## src/rtl/par_width_fifo.sv

```systemverilog
// Circular-buffer FIFO with asymmetric write/read widths: each accepted write pushes
// PAR_WRITE elements, each accepted read pops PAR_READ elements, dout is show-ahead.
module par_width_fifo #(
  parameter int SIZE      = 4,
  parameter int MEM_SIZE  = 5,
  parameter int PAR_WRITE = 2,
  parameter int PAR_READ  = 4
) (
  input  logic                      clk,
  input  logic                      rstn,
  input  logic                      clear,
  input  logic                      wen,
  input  logic                      ren,
  input  logic [PAR_WRITE*SIZE-1:0] din,
  output logic [PAR_READ*SIZE-1:0]  dout,
  output logic                      full,
  output logic                      ready,
  output logic                      empty,
  output logic                      valid
);

  localparam int PW = (MEM_SIZE > 1) ? $clog2(MEM_SIZE) : 1;
  localparam int CW = $clog2(MEM_SIZE + 1);
  localparam logic [PW:0]   DEPTH   = (PW+1)'(MEM_SIZE);
  localparam logic [PW-1:0] WR_STEP = (PAR_WRITE == MEM_SIZE) ? '0 : PW'(PAR_WRITE);
  localparam logic [PW-1:0] RD_STEP = (PAR_READ == MEM_SIZE) ? '0 : PW'(PAR_READ);

  logic [SIZE-1:0] mem [0:MEM_SIZE-1];
  logic [PW-1:0]   wr_ptr;
  logic [PW-1:0]   rd_ptr;
  logic [CW-1:0]   count;
  logic            wr_acc;
  logic            rd_acc;

  // Both operands are below MEM_SIZE, so one conditional subtract is a full modulo.
  function automatic logic [PW-1:0] wrap_add(input logic [PW-1:0] ptr, input logic [PW-1:0] k);
    logic [PW:0] s;
    s = {1'b0, ptr} + {1'b0, k};
    if (s >= DEPTH) s = s - DEPTH;
    return s[PW-1:0];
  endfunction

  // Handshake: a write is taken on a rising edge when wen && ready, a read when
  // ren && valid; requests without the matching flag are silently dropped. Both
  // flags come from the pre-edge count, so one edge can take a read and a write.
  assign full   = count > CW'(MEM_SIZE - PAR_WRITE);
  assign ready  = ~full;
  assign empty  = count < CW'(PAR_READ);
  assign valid  = ~empty;
  assign wr_acc = wen && ready && !clear;
  assign rd_acc = ren && valid && !clear;

  always_comb begin
    dout = '0;
    for (int i = 0; i < PAR_READ; i++)
      dout[i*SIZE +: SIZE] = mem[wrap_add(rd_ptr, PW'(i))];
  end

  always_ff @(posedge clk or negedge rstn) begin
    if (!rstn) begin
      wr_ptr <= '0;
      rd_ptr <= '0;
      count  <= '0;
      for (int i = 0; i < MEM_SIZE; i++) mem[i] <= '0;
    end else if (clear) begin
      // Flush only moves the bookkeeping; stale mem contents stay behind.
      wr_ptr <= '0;
      rd_ptr <= '0;
      count  <= '0;
    end else begin
      if (wr_acc) begin
        for (int i = 0; i < PAR_WRITE; i++)
          mem[wrap_add(wr_ptr, PW'(i))] <= din[i*SIZE +: SIZE];
        wr_ptr <= wrap_add(wr_ptr, WR_STEP);
      end
      if (rd_acc) rd_ptr <= wrap_add(rd_ptr, RD_STEP);
      count <= count + (wr_acc ? CW'(PAR_WRITE) : CW'(0)) - (rd_acc ? CW'(PAR_READ) : CW'(0));
    end
  end

endmodule

```

## config.mk

```make
export PLATFORM = sky130hd
export DESIGN_NAME = par_width_fifo
export DESIGN_NICKNAME = d
export VERILOG_FILES = /design/src/rtl/par_width_fifo.sv
export SDC_FILE = /design/constraint.sdc
export NUM_CORES = 1
export LEC_CHECK = 0
export ABC_AREA = 1
export BUFFER_PORTS_ARGS = -buffer_cell sky130_fd_sc_hd__buf_2
export CORE_UTILIZATION = 55
export CTS_CLUSTER_SIZE = 20
export DETAILED_ROUTE_END_ITERATION = 12
export GPL_TIMING_DRIVEN = 0
export PLACE_DENSITY = 0.76
export SETUP_SLACK_MARGIN = 0.2
export SLEW_MARGIN = 10
export SYNTH_ARGS = -nofsm -noshare
export SYNTH_HDL_FRONTEND = slang
export SYNTH_SLANG_ARGS = --single-unit
```

## constraint.sdc

```tcl
create_clock -name clk -period 2.9 [get_ports clk]
set_input_delay 0.29 -clock clk [delete_from_list [all_inputs] [get_ports clk]]
set_output_delay 0.29 -clock clk [all_outputs]
set_load 0.01 [all_outputs]
```

==> results by group <==
Run status
  – Status: finished clean

Layout
  – Final nets: 581
  – Number of diodes: 0
  – Area Growth Syn to Fin: 18.8%
  – Layout cell share with drive strength beyond 1: 20.0%
  – Cell area after layout: 0.00357 mm²

Power and ir drop
  – Sw Share: 53.3%
  – Leakage: 1.93 nW
  – Internal power: 0.00123 W
  – Max IR drop VDD: 0.000565 V
  – Seq pwr share: 25.7%
  – Comb power frac: 66.4%
  – Clock power frac: 8.0%
  – Switching pwr: 0.00140 W
  – Overall power: 0.00263 W
  – Power Dens Cells: 737 mW/mm²

Yosys
  – Top post-synthesis cells by count: nand2_1, inv_1, nand3_1
  – Cell variety after synth: 32
  – Most used DFF post-synth: dfrtp_1
  – Synth top area share: 27.7%
  – Post-synthesis area per instance: 6.03 µm²
  – Largest cells by area after synthesis: nand2_1, dfrtp_1, nand3_1
  – Most numerous cell in the Yosys netlist: nand2_1
  – Post-synth EDFFs: 0
  – Synth warn: 0
  – Sequential fraction of the synthesis area: 23.3%
  – Cell Area, Synth: 0.00301 mm²
  – Post-synthesis cell count: 499
  – Syn nets: 529
  – Synth area leader: nand2_1
  – Synthesis-stage register bit count: 28
  – Async S/R FF share, synth: 100%

GRT
  – First-pass GRT wire length: 14.0 mm
  – Largest net degree at the start of global routing: 29
  – Initial antenna violation count: 0
  – GRT Residual Overflow: 0
  – Aggregate global-route resource usage: 29.7%
  – Vias in the first global route: 3015

CTS
  – Hold Buf Count CTS: 0
  – Clk sinks: 28
  – Clock Pin Slew Worst Setup and Hold Paths: 0.09 ns
  – Num CTS Buffers: 3
  – Clock Tree Root: clkbuf_8
  – CTS tree: built
  – CTS H-tree depth: 1
  – Clock buffer depth: 2
  – Worst-Skew Late Latency: 0.27 ns

STA
  – Fin. Hold Viols: 0
  – Fin worst setup slack: 0.130 ns
  – Clk_skew: 0.00567 ns
  – RSZ-0062 raised after global routing: true
  – Slew margin rel.: 59.2%
  – Tmin final: 2.77 ns
  – Post-route setup TNS: 0 ns
  – Slew @ Worst Pin: 0.611 ns
  – Max-slew violations: 0
  – Hold_ws: 0.0113 ns
  – F_max: 361 MHz
  – # setup viols final: 0
  – Period utilization: 95.5%

Die
  – Die W: 75.9 µm
  – Row count: 26
  – Die Height: 75.9 µm
  – Core area: 0.00517 mm²
  – I/O pin total: 33
  – Initial Util: 58.1%
  – Die area: 0.00577 mm²

Setup path
  – CP Max Fanout: 6
  – Crit Path Class: flip-flop to output port
  – Crit. End Element: output port
  – WP data required: 2.61 ns
  – CP startpoint kind: flip-flop
  – Crit path DAT: 2.48 ns

Detailed routing
  – Residual DRC: 0
  – Via count: 3392
  – Final antenna-violating net count: 0
  – Iter 0 DRT Violations: 225
  – Drt pass-1 iters: 8
  – DR WL/cell: 13.7 µm
  – Final WL: 8.49 mm
  – Vias per cell: 5.48

Placement
  – Pre-CTS WS: 0.0987 ns
  – Gpl congestion: 0.970
  – Placement-stage cell area: 0.00325 mm²
  – Post-DP HPWL: 6.19 mm
  – Port-buffer cells: 32

Run
  – Max-cap violations: 0

Hold path
  – Hold WC Path Type: input port to asynchronous set/reset pin
## worst max-delay path: stages (launching register included)
cell     delay (ns)
dfrtp_1        0.38
buf_6          0.13
inv_8          0.03
buf_4          0.16
ha_1           0.26
xnor2_2        0.28
nand2_1        0.10
o21ai_1        0.22
nand4_1        0.26
o22ai_1        0.23
buf_2          0.16
## logic make-up after synthesis
kind of cell	count (synthesis)	share of synthesized area, %
xor gates and xnor gates	6	2.00
buffers and inverters	76	10.5
AOI/OAI and AO/OA	51	10.0
DFF	28	23.3
and+or+nand+nor	321	46.6
adders and majority gates	17	7.57
## timing repair
item / CTS / global route
cloned: 1 / 0
endpoints found under the setup margin: 12 / 16
pin swaps: 4 / 7
buffers inserted: 5 / 9
gates resized for setup: 22 / 25
## registers in the layout (all words and copies together) (netlist names)
signal,count
rd_ptr,3
wr_ptr,3
mem,20
count,2
## power by group through the flow
stage | Sequential, W | Clock [W] | Combinational [W]
global placement | 0.000671 | 0 | 0.00160
finish | 0.000676 | 0.000210 | 0.00175
detailed placement | 0.000674 | 0 | 0.00162
floorplan | 0.000616 | 0 | 0.00123
CTS | 0.000669 | 0.000211 | 0.00167
global route | 0.000690 | 0.000225 | 0.00197
## routing by layer
metal | part of all wire (%) | track usage (%)
met5 | 0 | 0
met4 | 3.8 | 11.5
met3 | 4.8 | 2.29
met2 | 46 | 49.2
met1 | 45 | 40.4
## cell type report
type | instances | area [µm²]
inverters | 68 | 267
flip-flops and latches | 28 | 703
fillers | 461 | 1600
repair buffers | 47 | 283
well taps | 70 | 87.6
plain buffers | 8 | 72.6
multi-input cells | 395 | 2120
clock buffers | 3 | 41.3
## through the flow
stage | instances | utilization (%)
finish | 619 | 69.1
global route | 619 | 69.1
CTS | 610 | 65.9
detailed placement | 601 | 62.9
global placement | 601 | 62.9
floorplan | 499 | -
## final timing paths
check	from	to	slack [ns]	cells past startpoint
hold / removal	rstn	wr_ptr[1]	0.01	1
max in group asynchronous	rstn	rd_ptr[2]	2.46	1
setup reg to reg	wr_ptr[0]	mem[5]	0.80	12
hold reg to reg	mem[11]	mem[11]	0.52	2
setup / recovery	rd_ptr[0]	dout[15]	0.13	10
min in group clk	clear	count[1]	0.21	2
## cell usage in the layout (no fill, tap or decap), types with 5 or more instances in the layout
cell       n
buf_2     34
buf_4     13
buf_6      5
dfrtp_1   26
ha_1      13
inv_1     58
inv_2      8
nand2_1  218
nand2_2   12
nand3_1   58
nand3_2    5
nand4_1    9
nor2_1     6
o21ai_0   15
o21ai_1   14
o22ai_1    7
No activity file was read; power rests on OpenSTA's default activity.
